==> src/rtl/alu_exec_sequencer.sv <==
// Multi-cycle ALU execute-stage sequencer.
// Add/sub/and/or/nop finish in one cycle; multiply (shift-add) and divide
// (restoring) iterate one bit per cycle. Results are held until taken.
//
// Handshake: a request is accepted on a rising edge where in_valid & in_ready;
// a result is consumed on a rising edge where out_valid & out_ready. Both
// sides are plain valid/ready: the producer holds valid until it is taken,
// and a valid with no matching ready has no effect.
module alu_exec_sequencer #(
  parameter int WIDTH = 32,
  parameter int CNT_W = 6
) (
  input  logic             clk,
  input  logic             rst_n,
  input  logic             in_valid,
  output logic             in_ready,
  input  logic [2:0]       alu_ctrl,
  input  logic [WIDTH-1:0] op_a,
  input  logic [WIDTH-1:0] op_b,
  output logic             out_valid,
  input  logic             out_ready,
  output logic [WIDTH-1:0] result,
  output logic             zero,
  output logic             div_by_zero,
  output logic             busy,
  output logic [1:0]       dbg_state
);

  typedef enum logic [1:0] {
    S_IDLE = 2'd0,
    S_MUL  = 2'd1,
    S_DIV  = 2'd2,
    S_DONE = 2'd3
  } state_t;

  localparam logic [2:0] OP_ADD = 3'b001;
  localparam logic [2:0] OP_SUB = 3'b010;
  localparam logic [2:0] OP_MUL = 3'b011;
  localparam logic [2:0] OP_DIV = 3'b100;
  localparam logic [2:0] OP_AND = 3'b101;
  localparam logic [2:0] OP_OR  = 3'b110;

  state_t             state_q, state_d;
  logic [CNT_W-1:0]   cnt_q;
  logic [WIDTH-1:0]   mcand_q, mplier_q, acc_q;
  logic [WIDTH-1:0]   dvd_q, dvsr_q, rem_q;
  logic [WIDTH-1:0]   result_q;
  logic               dbz_q;

  logic               accept;
  logic               last_iter;
  logic [WIDTH-1:0]   single_res;
  logic [WIDTH-1:0]   acc_next;
  logic [WIDTH-1:0]   rem_shift;
  logic               rem_ge;
  logic [WIDTH-1:0]   rem_next;
  logic [WIDTH-1:0]   quo_next;

  assign accept    = in_valid && (state_q == S_IDLE);
  assign last_iter = (cnt_q == CNT_W'(WIDTH - 1));

  // Single-cycle result and one iteration of the multiply/divide datapaths.
  // The divide compares in WIDTH bits: a set remainder MSB means the shifted
  // value is at least 2^WIDTH, which always exceeds the divisor.
  always_comb begin
    single_res = '0;
    case (alu_ctrl)
      OP_ADD:  single_res = op_a + op_b;
      OP_SUB:  single_res = op_a - op_b;
      OP_AND:  single_res = op_a & op_b;
      OP_OR:   single_res = op_a | op_b;
      default: single_res = '0;
    endcase
    acc_next  = acc_q + (mplier_q[0] ? mcand_q : '0);
    rem_shift = {rem_q[WIDTH-2:0], dvd_q[WIDTH-1]};
    rem_ge    = rem_q[WIDTH-1] || (rem_shift >= dvsr_q);
    rem_next  = rem_ge ? (rem_shift - dvsr_q) : rem_shift;
    quo_next  = {dvd_q[WIDTH-2:0], rem_ge};
  end

  // State register.
  always_ff @(posedge clk) begin
    if (!rst_n) state_q <= S_IDLE;
    else        state_q <= state_d;
  end

  // Next-state logic.
  always_comb begin
    state_d = state_q;
    case (state_q)
      S_IDLE: begin
        if (accept) begin
          case (alu_ctrl)
            OP_MUL:  state_d = S_MUL;
            OP_DIV:  state_d = (op_b != '0) ? S_DIV : S_DONE;
            default: state_d = S_DONE;
          endcase
        end
      end
      S_MUL:   if (last_iter) state_d = S_DONE;
      S_DIV:   if (last_iter) state_d = S_DONE;
      S_DONE:  if (out_ready) state_d = S_IDLE;
      default: state_d = S_IDLE;
    endcase
  end

  // Operand latching, iteration and result capture.
  always_ff @(posedge clk) begin
    if (!rst_n) begin
      cnt_q    <= '0;
      mcand_q  <= '0;
      mplier_q <= '0;
      acc_q    <= '0;
      dvd_q    <= '0;
      dvsr_q   <= '0;
      rem_q    <= '0;
      result_q <= '0;
      dbz_q    <= 1'b0;
    end else begin
      case (state_q)
        S_IDLE: begin
          if (accept) begin
            cnt_q <= '0;
            dbz_q <= 1'b0;
            case (alu_ctrl)
              OP_MUL: begin
                mcand_q  <= op_a;
                mplier_q <= op_b;
                acc_q    <= '0;
              end
              OP_DIV: begin
                if (op_b == '0) begin
                  result_q <= '1;
                  dbz_q    <= 1'b1;
                end else begin
                  dvd_q  <= op_a;
                  dvsr_q <= op_b;
                  rem_q  <= '0;
                end
              end
              default: result_q <= single_res;
            endcase
          end
        end
        S_MUL: begin
          acc_q    <= acc_next;
          mcand_q  <= mcand_q << 1;
          mplier_q <= mplier_q >> 1;
          cnt_q    <= cnt_q + CNT_W'(1);
          if (last_iter) result_q <= acc_next;
        end
        S_DIV: begin
          rem_q <= rem_next;
          dvd_q <= quo_next;
          cnt_q <= cnt_q + CNT_W'(1);
          if (last_iter) result_q <= quo_next;
        end
        default: ;
      endcase
    end
  end

  assign in_ready    = (state_q == S_IDLE);
  assign out_valid   = (state_q == S_DONE);
  assign busy        = (state_q == S_MUL) || (state_q == S_DIV);
  assign result      = result_q;
  assign zero        = out_valid && (result_q == '0);
  assign div_by_zero = dbz_q;
  assign dbg_state   = state_q;

endmodule

==> config.mk <==
export PLATFORM = sky130hd
export DESIGN_NAME = alu_exec_sequencer
export DESIGN_NICKNAME = d
export VERILOG_FILES = /design/src/rtl/alu_exec_sequencer.sv
export SDC_FILE = /design/constraint.sdc
export NUM_CORES = 1
export LEC_CHECK = 0
export ABC_AREA = 1
export CAP_MARGIN = 30
export CORE_MARGIN = 10
export CORE_UTILIZATION = 50
export CTS_BUF_LIST = sky130_fd_sc_hd__clkbuf_2 sky130_fd_sc_hd__clkbuf_4 sky130_fd_sc_hd__clkbuf_8
export DETAILED_ROUTE_END_ITERATION = 12
export PLACE_DENSITY = 0.74
export REMOVE_ABC_BUFFERS = 1
export SYNTH_ARGS = -nofsm -noshare
export SYNTH_HDL_FRONTEND = slang
export SYNTH_SLANG_ARGS = --single-unit
==> constraint.sdc <==
create_clock -name clk -period 4 [get_ports clk]
set_input_delay 1 -clock clk [delete_from_list [all_inputs] [get_ports clk]]
set_output_delay 1 -clock clk [all_outputs]
set_load 0.01 [all_outputs]
Yosys cells after proc, flatten, opt, wreduce, memory -nomap -nowiden
Cells that the tools add are included.
- flip-flop bits (word level): 233
- input bits: 71
- output and inout port bits: 39
- logic and storage cells: 95
- add/subtract/negate cells: 5
- magnitude comparators: 1
- equality and inequality tests: 20
- multiplexer cells: 36
- bitwise logic cells: 3
- reductions and logical operators: 20
- operator list (kind ; count):
    $mux W32 ; 18
    $pmux W32 S2 ; 6
    $pmux W32 S4 ; 1
    $pmux W32 S3 ; 1
    $add A32 B32 Y32 ; 2
    $logic_not A32 Y1 ; 2
    $sub A32 B32 Y32 ; 2
    $and A32 B32 Y32 ; 1
    $ge A32 B32 Y1 ; 1
    $or A32 B32 Y32 ; 1
    $reduce_bool A32 Y1 ; 1
    $pmux W6 S2 ; 1
    $ne A2 B1 Y1 const B ; 5
    $eq A3 B3 Y1 const B ; 3
    $ne A2 B2 Y1 const B ; 4
    $reduce_and A4 Y1 ; 2
    $add A6 B1 Y6 const B ; 1
    $eq A3 B2 Y1 const B ; 2
    $eq A6 B5 Y1 const B ; 1
    $mux W2 ; 3
    $mux W6 ; 1
    $pmux W2 S3 ; 1
    $reduce_and A3 Y1 ; 2
    $reduce_and A6 Y1 ; 1
    other kinds (14) ; 22

Longest topological paths before layout
- depth after elaboration: 5
- depth in mapped cells: 30
- gate-level depth less buffers: 29

Worst setup path before layout
No wires, ideal clock.
- path type: input to register
- start point: input op_b[4]
- end point: register result_q[27] (netlist: result[27])
- setup time: 0.070 ns
- data arrival time: 3.685 ns
- required time: 3.930 ns
- setup slack: 0.246 ns
- cell stages on the path: 27
- buffers on the path: 1
- cell sequence: clkbuf_1 nor2_1 nand2_1 nor3_2 inv_1 nor2_1 inv_1 nor2_1 inv_1 o31ai_1 xor2_1 inv_1 ha_1 nand2_1 inv_1 nand3_1 inv_1 nand2_1 nor3_1 nand2_1 nand3_1 nand2_1 o21ai_0 nand2_1 nand2_1 nand2_1 a21oi_1
- longest elaborated chain between the ends: 5
- elaborated cells on any way between the ends: 9
- those cells by class: add/sub: 2; eq/ne: 1; mux: 4; reduce/logical: 2
- RTL lines (item ; line ; text):
    start, declared ; 19 ; input logic [WIDTH-1:0] op_b,
    $sub A32 B32 Y32 or $add A32 B32 Y32 (tied branches) ; 69, 68 ;
    $pmux W32 S4 ; 67 ; case (alu_ctrl)
    $pmux W32 S2 ; 125 ; case (alu_ctrl)
    $mux W32 ; 122 ; if (accept) begin
    $pmux W32 S3 ; 120 ; case (state_q)
    end signal, assigned ; 141 ; default: result_q <= single_res;
    end signal, assigned ; 150 ; if (last_iter) result_q <= acc_next;
    end signal, assigned ; 156 ; if (last_iter) result_q <= quo_next;
    end, declared ; 47 ; logic [WIDTH-1:0] result_q;
Parallel ways exist; a longest one is shown, timed or not. The select of a mux whose other input is x is not followed.
A chain may end at the register's enable or synchronous reset.

Worst setup path in the final report
- start point: input alu_ctrl[0]
- end point: register result_q[31] (netlist: result[31])
- longest elaborated chain between the ends: 5
- elaborated cells on any way between the ends: 13
- those cells by class: eq/ne: 8; mux: 4; reduce/logical: 1
- RTL lines (item ; line ; text):
    start, declared ; 17 ; input logic [2:0] alu_ctrl,
    $eq A3 B3 Y1, or another cell as far along ; 67 ;
    $pmux W32 S4 ; 67 ;
    $pmux W32 S2 ; 125 ;
    $mux W32 ; 122 ;
    $pmux W32 S3 ; 120 ;
Parallel ways exist; a longest one is shown, timed or not. The select of a mux whose other input is x is not followed.

==> flow_metrics.tcl <==
set metrics [dict create \
    final_core_util_pct 62.8 \
    synth.area.top_cells "dfxtp_1, nand2_1, a21oi_1" \
    cpMostUsedCell "nand2_1" \
    ir_worst_vdd_v 0.000710 \
    setup_viol 0 \
    post-route-period-util_pct 96.2 \
    synth_enable_flop_cells 0 \
    num_rows 69 \
    cts_made_buffers 44 \
    grt_setup_unrepaired "yes" \
    grt_pass1_vias 19600 \
    period_minus_slack_ns 3.85 \
    boundaryPins 110 \
    critPathMaxStageDelay_ns 0.47 \
    hpwlAfterDp_um 56300 \
    use_met1_pct 43.8 \
    grt_use_total_pct 31.5 \
    wire_per_inst_um 19.9 \
    gr-usage-met2_pct 47.5 \
    clk_latency_ns 0.64 \
    setup_ws_ns 0.152 \
    fin_cells 3682 \
    timing.slew.headroom_pct 31.4 \
    whs_ns 0.451 \
    antenna_found_initial 1 \
    max_freq_mhz 260 \
    root_buffer "clkbuf_8" \
    yosysUniqueCellTypes 50 \
    place_ws_ns -0.856 \
    clock-sinks 233 \
    drtAntennaViolNets 0 \
    num_antenna_cells 0 \
    met3_usage_pct 6.31 \
    syn2layout_area_growth_pct 23.7 \
    critPathLaunchType "input pin" \
    htree_levels 2 \
    path_clk_slew_ns 0.06 \
    clock_skew_ns 0.0430 \
    dp.cells 3593 \
    top_usage_layer "met2" \
    syn_area_per_cell_um2 6.12 \
    cpMaxStageDelayCell "clkdlybuf4s50_1" \
    power.density_nw_per_um2 590 \
    synth_largest_area_cell "dfxtp_1" \
    hold_viol_final 0 \
    drc 0 \
    maxSlewViolCount 0 \
    hold_buffers 0 \
    leakage_nw 10.7 \
    synth_top_cell_area_share_pct 25.8 \
    crit_type "input pin to flip-flop" \
    start_util_pct 50.8 \
    dieArea_um2 44100 \
    clockBufferDepth 3 \
    wl_um 73100 \
    grt_max_degree 103 \
    die_h_um 210 \
    syn-instance-count 2953 \
    worst_pin_slew_ns 1.03 \
    async_reset_ff_share_pct 0 \
    die_w_um 210 \
    worst-endpoint-arrival_ns 4.34 \
    vias 21430 \
    synth-seq-area-share_pct 25.8 \
    ys_ff_latch 233 \
    drive_above_1_share_pct 13.2 \
    critPathCaptureType "flip-flop" \
    port-buffer-count 109 \
    crit_chain "clkdlybuf4s50_1, inv_1, ha_1, inv_1, nor2_2, buf_4, buf_4, a21oi_1, xor2_1, ha_1, a21oi_1, inv_1, nor2_1, nand2_1, nand2_1, nand2_1, a21oi_1, nand2_1, nand3_1, nand2_1, nand2_1, nand2_1, nand2_1, a21oi_1" \
    nets 3370 \
    cts_tree "yes" \
    maxCapViolCount 0 \
    gp_congestion 1.05 \
    grt_pass1_wl_um 111000 \
    status "finished, final reports clean" \
    drt_pass1_iterations 9 \
    ys_warn_count 0 \
    finalSetupTns_ns 0 \
    path_max_fanout 12 \
    via_per_inst 5.82 \
    syn_area_um2 18100 \
    core_um2 35600 \
    ys.flop_type "dfxtp_1" \
    drtIter0Drc 2238 \
    gr-total-overflow 0 \
    hold_class "flip-flop to flip-flop" \
    worstPathRequired_ns 4.49 \
]
==> state kept, by name (all words and copies together) (netlist names) <==
signal       flops
mcand_q         32
mplier_q        32
rem_q           32
acc_q           32
dvsr_q          32
dvd_q           32
dbg_state        2
result          32
cnt_q            6
div_by_zero      1
==> cell families (layout without fill, tap and decap cells) <==
family                     Yosys count  after routing  share of synthesized area (%)
AOI/OAI and AO/OA                  715            715                           21.2
xor gates and xnor gates            47             47                           2.28
adders and majority gates          110            110                           7.75
buffers and inverters              459            727                           9.96
DFF                                233            233                           25.8
and+or+nand+nor                   1389           1389                           33.0
==> layer usage <==
metal | wire length (um) | part of all wire, %
met1 | 32700 | 45
met2 | 31400 | 43
met3 | 6700 | 9.2
met4 | 2300 | 3.1
met5 | 0 | 0
==> Yosys cell counts, drive strengths merged (12+ instances only) <==
cell type / instances
nand3: 223
xnor2: 14
buf: 28
o21ai: 267
nand4: 17
a21oi: 290
xor2: 33
nor3: 29
or2: 12
nor2: 216
ha: 107
inv: 322
clkbuf: 107
o21bai: 14
nand3b: 35
dfxtp: 233
a31oi: 118
nand2: 835
==> cells in the final DEF (no fill, tap or decap), types with 21 or more instances in the layout <==
cell	n
dfxtp_1	233
a21oi_1	276
a31oi_1	118
inv_1	310
nor2_1	196
nor3_1	21
nand3_1	207
ha_1	97
buf_4	207
xor2_1	32
clkdlybuf4s50_1	96
nand2_1	814
clkbuf_8	54
nand3b_1	35
o21ai_0	252
==> final cells by class <==
cell class	count	area (um2)
Fill cell	3402	13200
Multi-Input combinational cell	2261	12100
Sequential cell	233	4660
Timing Repair Buffer	325	2840
Inverter	324	1220
Clock buffer	65	826
Tap cell	461	577
Clock inverter	13	135
==> worst paths after layout <==
| kind | from | to | slack [ns] | cells past startpoint |
|---|---|---|---|---|
| min | mplier_q[14]$_SDFFE_PN0P_ | mplier_q[13]$_SDFFE_PN0P_ | 0.45 | 2 |
| max | alu_ctrl[0] | result[31]$_SDFFE_PN0P_ | 0.15 | 24 |
| max reg2reg | mplier_q[0]$_SDFFE_PN0P_ | result[29]$_SDFFE_PN0P_ | 0.62 | 15 |
| min reg2reg | mplier_q[14]$_SDFFE_PN0P_ | mplier_q[13]$_SDFFE_PN0P_ | 0.45 | 2 |
==> stage by stage <==
step	total power, mW	cell area (um2)
5_1_grt	14.0	22300
3_5_place_dp	10.2	20800
6_report	13.2	22300
2_1_floorplan	7.54	17500
4_1_cts	12.9	21800
3_3_place_gp	10.1	20800
==> report_power, final <==
part	total, mW	leakage (nW)	internal, mW	switching [mW]
clock	2.60	0.505	1.46	1.14
combinational	7.22	8.29	2.49	4.73
sequential	3.35	1.90	2.88	0.468
total	13.2	10.7	6.84	6.33
==> critical path: cells and delay by family <==
kind / cells / cell delay [ns]
AO/OA/AOI/OAI: 4 / 0.67
AND/OR/NAND/NOR: 11 / 0.77
buffers and inverters: 6 / 1.06
adder cells (fa/ha/maj): 2 / 0.55
XOR/XNOR: 1 / 0.27
==> timing repair <==
item / 4_1_cts / 5_1_grt
endpoints found under the setup margin: 12 / 23
cloned: 0 / 0
pin swaps: 2 / 31
buffers inserted: 1 / 10
gates resized for setup: 14 / 112
Note: power is estimated with default switching activity, not from simulation.
